--- config.mk ---
export PLATFORM = sky130hd
export DESIGN_NAME = fuzz_sig_accum
export DESIGN_NICKNAME = d
export VERILOG_FILES = /design/src/rtl/fuzz_sig_accum.sv
export SDC_FILE = /design/constraint.sdc
export NUM_CORES = 1
export LEC_CHECK = 0
export BUFFER_PORTS_ARGS = -buffer_cell sky130_fd_sc_hd__buf_2
export CORE_AREA = 2 2 101 177
export CTS_BUF_LIST = sky130_fd_sc_hd__clkbuf_8
export CTS_CLUSTER_DIAMETER = 200
export CTS_CLUSTER_SIZE = 25
export DETAILED_ROUTE_END_ITERATION = 6
export DIE_AREA = 0 0 103 179
export GPL_ROUTABILITY_DRIVEN = 0
export GPL_TIMING_DRIVEN = 0
export SYNTH_ARGS = -nofsm -noshare
export SYNTH_HDL_FRONTEND = slang
export SYNTH_SLANG_ARGS = --single-unit
--- constraint.sdc ---
create_clock -name clk -period 3.41 [get_ports clk]
set_clock_uncertainty 0.2 [all_clocks]
set_input_delay 0.5115 -clock clk [delete_from_list [all_inputs] [get_ports clk]]
set_output_delay 0.5115 -clock clk [all_outputs]
set_load 0.02 [all_outputs]
--- src/rtl/fuzz_sig_accum.sv ---
// fuzz_sig_accum: per-channel sliding-window sums and a MISR signature over a
// run of WINDOW accepted samples. The signature and the windowed sums are the
// observation points when comparing pre- and post-synthesis netlists.
module fuzz_sig_accum #(
  parameter int              W      = 8,
  parameter int              NCH    = 2,
  parameter int              DEPTH  = 4,
  parameter int              SIGW   = 8,
  parameter int              WINDOW = 8,
  parameter logic [SIGW-1:0] POLY   = 8'h07,
  parameter logic [SIGW-1:0] SEED   = 8'hFF,
  localparam int             AW     = W + $clog2(DEPTH),
  localparam int             CW     = $clog2(WINDOW + 1)
) (
  input  logic               clk,
  input  logic               rst_n,
  input  logic               start,
  input  logic [NCH*W-1:0]   din,
  input  logic               din_valid,
  output logic               busy,
  output logic               done,
  output logic [SIGW-1:0]    sig,
  output logic [NCH*AW-1:0]  acc_o,
  output logic [CW-1:0]      count_o
);

  // Input word width, number of SIGW-bit fold chunks, and the padded width
  // that makes the last chunk zero-filled.
  localparam int DW    = NCH * W;
  localparam int NFOLD = (DW + SIGW - 1) / SIGW;
  localparam int PADW  = NFOLD * SIGW;

  localparam logic [CW-1:0] LAST_CNT = CW'(WINDOW - 1);

  typedef enum logic [1:0] {
    S_IDLE = 2'd0,
    S_RUN  = 2'd1,
    S_DONE = 2'd2
  } state_t;

  state_t          state_q, state_d;
  logic [SIGW-1:0] misr_q, misr_d;
  logic [SIGW-1:0] sig_q;
  logic [CW-1:0]   count_q;
  logic [PADW-1:0] din_pad;
  logic [SIGW-1:0] fold;

  logic start_run;
  logic accept;
  logic last_accept;

  assign start_run   = (state_q == S_IDLE) && start;
  assign accept      = (state_q == S_RUN) && din_valid;
  assign last_accept = accept && (count_q == LAST_CNT);

  // State register.
  always_ff @(posedge clk) begin
    if (!rst_n) begin
      state_q <= S_IDLE;
    end else begin
      state_q <= state_d;
    end
  end

  // Next-state logic: start only matters in IDLE, DONE always falls back.
  always_comb begin
    state_d = state_q;
    case (state_q)
      S_IDLE:  if (start) state_d = S_RUN;
      S_RUN:   if (last_accept) state_d = S_DONE;
      S_DONE:  state_d = S_IDLE;
      default: state_d = S_IDLE;
    endcase
  end

  // Status outputs decoded from the current state.
  always_comb begin
    busy = (state_q == S_RUN);
    done = (state_q == S_DONE);
  end

  // Fold the whole input word into SIGW bits by XOR of chunks from bit 0.
  assign din_pad = PADW'(din);

  always_comb begin
    fold = '0;
    for (int i = 0; i < NFOLD; i++) begin
      fold = fold ^ din_pad[i*SIGW +: SIGW];
    end
  end

  assign misr_d = {misr_q[SIGW-2:0], 1'b0} ^ (misr_q[SIGW-1] ? POLY : '0) ^ fold;

  // MISR, run counter and captured signature; sig survives run start.
  always_ff @(posedge clk) begin
    if (!rst_n) begin
      misr_q  <= '0;
      sig_q   <= '0;
      count_q <= '0;
    end else if (start_run) begin
      misr_q  <= SEED;
      count_q <= '0;
    end else if (accept) begin
      misr_q  <= misr_d;
      count_q <= count_q + CW'(1);
      if (last_accept) begin
        sig_q <= misr_d;
      end
    end
  end

  assign sig     = sig_q;
  assign count_o = count_q;

  // Per-channel history shift register and running windowed sum.
  generate
    for (genvar gi = 0; gi < NCH; gi++) begin : g_ch
      logic        [W-1:0]  hist_q [DEPTH];
      logic        [W-1:0]  new_smp;
      logic        [W-1:0]  old_smp;
      logic signed [AW-1:0] new_ext;
      logic signed [AW-1:0] old_ext;
      logic signed [AW-1:0] acc_q;
      logic signed [AW-1:0] acc_d;

      assign new_smp = din[gi*W +: W];
      assign old_smp = hist_q[DEPTH-1];
      assign new_ext = {{(AW - W){new_smp[W-1]}}, new_smp};
      assign old_ext = {{(AW - W){old_smp[W-1]}}, old_smp};
      // Adding the newcomer and dropping the oldest keeps acc equal to the
      // sum of the DEPTH stored entries, which AW bits always hold.
      assign acc_d   = acc_q + new_ext - old_ext;

      // History and sum are cleared by reset and at every run start.
      always_ff @(posedge clk) begin
        if (!rst_n || start_run) begin
          for (int d = 0; d < DEPTH; d++) begin
            hist_q[d] <= '0;
          end
          acc_q <= '0;
        end else if (accept) begin
          hist_q[0] <= new_smp;
          for (int d = 1; d < DEPTH; d++) begin
            hist_q[d] <= hist_q[d-1];
          end
          acc_q <= acc_d;
        end
      end

      assign acc_o[gi*AW +: AW] = acc_q;
    end
  endgenerate

endmodule

Yosys cells after proc, flatten, opt, wreduce, memory -nomap -nowiden. Memory sizes are Yosys's and may differ from the RTL's. Cells that the tools add are included.

Bits in registers: 42. RAM bits: 64. Bits of input ports: 20. Output and inout bits: 34. Word-level logic and storage cells: 60. Memories kept: 2.

$add $sub $neg: 5. Eq/ne operators: 5. Mux-type cells: 19. Bitwise operators: 13. Reductions and logical operators: 10.

Memory list: g_ch[0].hist_q (depth 4, bits a word 8, read ports 4, clocked after memory_dff 0, write ports 4, line 118) `logic [W-1:0] hist_q [DEPTH];`; g_ch[1].hist_q (depth 4, bits a word 8, read ports 4, clocked after memory_dff 0, write ports 4, line 118).

Operators with widths (count): 8-bit two-way mux (10); 10-bit by 8-bit adder with 10-bit output (2); 10-bit by 8-bit subtractor with 10-bit output (2); 8-bit XOR (2); 1-bit bitwise OR (8); 8-bit by 3-bit XOR with 8-bit output (1); 1-bit two-way mux (5); 4-bit by 1-bit adder with 4-bit output (second input constant) (1); 4-bit by 3-bit == test with 1-bit output (second input constant) (1); 2-bit two-way mux (2); 2-bit one-hot mux with 2 select lines (1); 1-bit logical AND (3); 3-bit two-way mux (1); 3-bit AND reduction (1); 2-bit by 1-bit == test with 1-bit output (second input constant) (1); 2-bit == test (second input constant) (1); 2-bit logical NOT (1); 2-bit by 1-bit inequality test with 1-bit output (second input constant) (1); 2-bit inequality test (second input constant) (1); 1-bit NOT (2); 2-bit AND reduction (1); 2-bit nonzero test (1); 2-bit OR reduction (1); 1-bit logical NOT (1); 1-bit logical OR (1).

Depth between registers and ports, before layout.
Depth in word-level cells: 6. Gate-level depth with buffers: 12. Depth with buffers taken out: 12.

Worst setup path after synthesis. Ideal clock, no wire load.

Path type: input-to-reg. From: in din[10]. To: reg g_ch[1].acc_q[6]. Setup time: 92 ps. Data arrival time: 2362 ps. Data required time: 3118 ps. Setup slack: 756 ps. Stages on the path: 10. Buffers on the path: 0. Cells stage by stage: inv_1 fa_1 inv_1 ha_1 nor2b_1 o21a_1 o21ai_2 a21boi_0 o21a_1 o32ai_1.

Cells in the longest elaborated chain, start to end: 2.

RTL lines: start, declared (line 18) `input logic [NCH*W-1:0] din,`; 10-bit by 8-bit adder with 10-bit output (line 132) `assign acc_d = acc_q + new_ext - old_ext;`; 10-bit by 8-bit subtractor with 10-bit output (line 132); end signal, assigned (line 140) `acc_q <= '0;`; end signal, assigned (line 146) `acc_q <= acc_d;`; end, declared (line 123) `logic signed [AW-1:0] acc_q;`.

No other way between the ends. A chain may end at the register's enable or synchronous reset.

Worst setup path after layout.
From: reg g_ch[0].acc_q[1]. To: reg g_ch[0].acc_q[9].

Cells in the longest elaborated chain, start to end: 2.

RTL lines (line): start, declared (123); start signal, assigned (140); start signal, assigned (146); 10-bit by 8-bit adder with 10-bit output (132); 10-bit by 8-bit subtractor with 10-bit output (132).

No other way between the ends.

==> flow_summary.ini <==
[logic_synthesis]
postSynthCellCount = 479
synth_ff_type = edfxtp_1
yosys.cell_count.top_type = inv_1
syn_avg_cell_area_um2 = 11.2
synth_common_cells = inv_1, edfxtp_1, and2_1
synth_area_leaders = edfxtp_1, dfxtp_1, fa_1
seq_area_frac_synth_pct = 51.7
ys_types = 47
synth_top_area_share_pct = 35.9
synth_edf_count = 64
synth-seq-cells = 106
yosys_warnings = 0
synthArstFlopShare_pct = 0
synthesis.area_um2 = 5350
synth.largest_area_cell = edfxtp_1
synth_fp_nets = 540

[place]
place_ws_ps = 273
dpl.hpwl_mm = 8.90
io_buffers = 53

[routing]
viasPerCell = 4.48
num_vias = 3491
dr.pass1.iters = 6
ant_nets = 0
post_drt_wl_per_cell_um = 14.9
drc = 0
wl_mm = 11.6
drt_iter0_drc = 181

[global_routing]
grt_pass1_wl_mm = 18.5
grt_pass1_vias = 3674
grt_max_degree = 74
grt_overflow_total = 0
antenna_found_initial = 1
grt_usage_pct = 13.5

[floorplanning]
rows = 64
num_io_pins = 54
start_util_pct = 31.2
die_y_um = 179
core_area_um2 = 17100
die_x_um = 103
die_area_um2 = 18400

[worst_setup_path]
crit_path_end_kind = register
required_ps = 3510
start_kind = register
r2r-end = g_ch[0].acc_q[9]
timing.rr.start = g_ch[0].acc_q[1]
critPathMaxFanout = 2
cp_slowest_cell = fa_1
worst_ep_arrival_time_ps = 2870
crit_path_max_incr_delay_ps = 560
worstSetupPathType = reg2reg
ff2ff_path_depth = 10
crit_path_cell_trace = inv_1 > fa_1 > inv_1 > ha_1 > a211oi_2 > o21ai_0 > a21oi_1 > xnor2_1 > or3_1 > o21ai_0
r2r_slack_ps = 640

[status]
status = finished, final reports clean

[finish]
drive_gt1_share_pct = 16.6
num-nets-final = 604
syn_to_final_growth_pct = 14.6

[power_and_ir_drop]
power_switching_uw = 921
p_comb_share_pct = 23.8
internal_power_mw = 2.17
p_leak_nw = 2.62
p_sw_share_pct = 29.8
powerDensity_nw_per_um2 = 504
ir_worst_vdd_uv = 211
seqPwrFrac_pct = 48.2
p_clk_share_pct = 28.0

[timing]
rsz0062_at_grt = no
drv_slew = 0
finalSetupTns_ps = 0
max_freq_mhz = 361
setup_viol = 0
post-route-min-period_ps = 2770
hold_violations = 0
worst_slew_margin_rel_pct = 39.6
final.setup.worst_slack_ps = 640
fin_crit_sh_pct = 81.2
max_slew.worst_pin.slew_ps = 906

[flow_run]
maxCapViolCount = 0

[clocking]
h-tree-depth = 3
numCtsBuffers = 9
clock_latency_ps = 390
cts-root-buf = clkbuf_8
postCtsSetupRepairBufs = 0
cts_resized = 0
holdBufCountCts = 0
clock_sinks = 106
clkTransAtPathRegs_ps = 110
cts_buffer_depth = 2
cts_tree = yes

[hold_path]
holdPathEnd = g_ch[1].hist_q[0][0]
min_path_type = in2reg
min_path_cells = 2
hp-start = din[8]
power groups by stage:
stage | Combinational (mW) | Clock [mW] | Sequential, mW
after global routing | 0.830 | 0.932 | 1.50
after detailed placement | 0.740 | 0 | 1.52
after CTS | 0.743 | 0.891 | 1.49
after floorplan | 0.526 | 0 | 1.53
after global placement | 0.722 | 0 | 1.51
final | 0.735 | 0.864 | 1.49
worst max-delay path, delay by kind of cell, from the launching register on:
| family | cells | cell delay [ps] |
|---|---|---|
| buffers and inverters | 2 | 130 |
| AO/OA/AOI/OAI | 4 | 670 |
| flip-flops | 1 | 340 |
| AND/OR/NAND/NOR | 1 | 320 |
| adder cells (fa/ha/maj) | 2 | 870 |
| XOR/XNOR | 1 | 160 |
final cells by class:
cell class,instances,area (um2)
sequential,106,2760
multi-input combinational,281,2220
antenna,1,2.50
tap,231,289
timing repair buffer,53,265
inverter,78,293
clock inverter,7,98.8
fill,1744,11000
clock buffer,9,124
buffer,14,78.8
placed cells by master, fill, tap and decap left out, drive strengths merged, types with 18 or more instances in the layout:
master  count
inv        80
nor2       25
dfxtp      42
and2       53
edfxtp     64
fa         18
buf        60
o21ai      26
ha         23
xnor2      24
routing by layer:
metal / track usage [%] / up-vias / wire [um]
li1: - / 1721 / -
met1: 14.0 / 1681 / 4310
met2: 24.6 / 66 / 6390
met3: 2.57 / 23 / 425
met4: 7.84 / 0 / 516
met5: 0 / - / 0
per-stage QoR:
step	hold WS (ps)	total power, mW	utilization (%)	cell area, um2	std cells
floorplan	297	2.06	-	5350	479
global placement	270	2.24	34.4	5900	763
detailed placement	274	2.26	34.5	5900	763
CTS	268	3.12	35.8	6130	779
global route	298	3.26	35.8	6130	780
finish	277	3.09	35.8	6130	780
how the worst max path moves through the flow:
stage	startpoint	endpoint	slack, ps	cells past startpoint
after global routing	g_ch[1].acc_q[1]	g_ch[1].acc_q[9]	430	10
final	g_ch[0].acc_q[1]	g_ch[0].acc_q[9]	640	10
after CTS	g_ch[1].acc_q[1]	g_ch[1].acc_q[9]	570	10
after detailed placement	din[9]	g_ch[1].acc_q[9]	270	11
after global placement	din_valid	g_ch[0].acc_q[6]	100	8
after floorplan	din[10]	g_ch[1].acc_q[6]	760	10
logic make-up (layout without fill, tap and decap cells):
logic type,after synthesis,after routing,share of synthesized area [%]
xor+xnor,30,30,4.91
buf+inv,92,161,6.90
fa+ha+maj,41,41,12.1
mux,6,6,1.12
flops,106,106,51.7
simple gates,124,124,13.0
other cells,0,1,0
compound gates,80,80,10.3
registers in the layout, summed over array words and instances (netlist names):
signal       count
count_o          4
g_ch.acc_q      20
g_ch.hist_q     64
misr_q           8
sig              8
state_q          2
(Power assumes the default switching activity.)
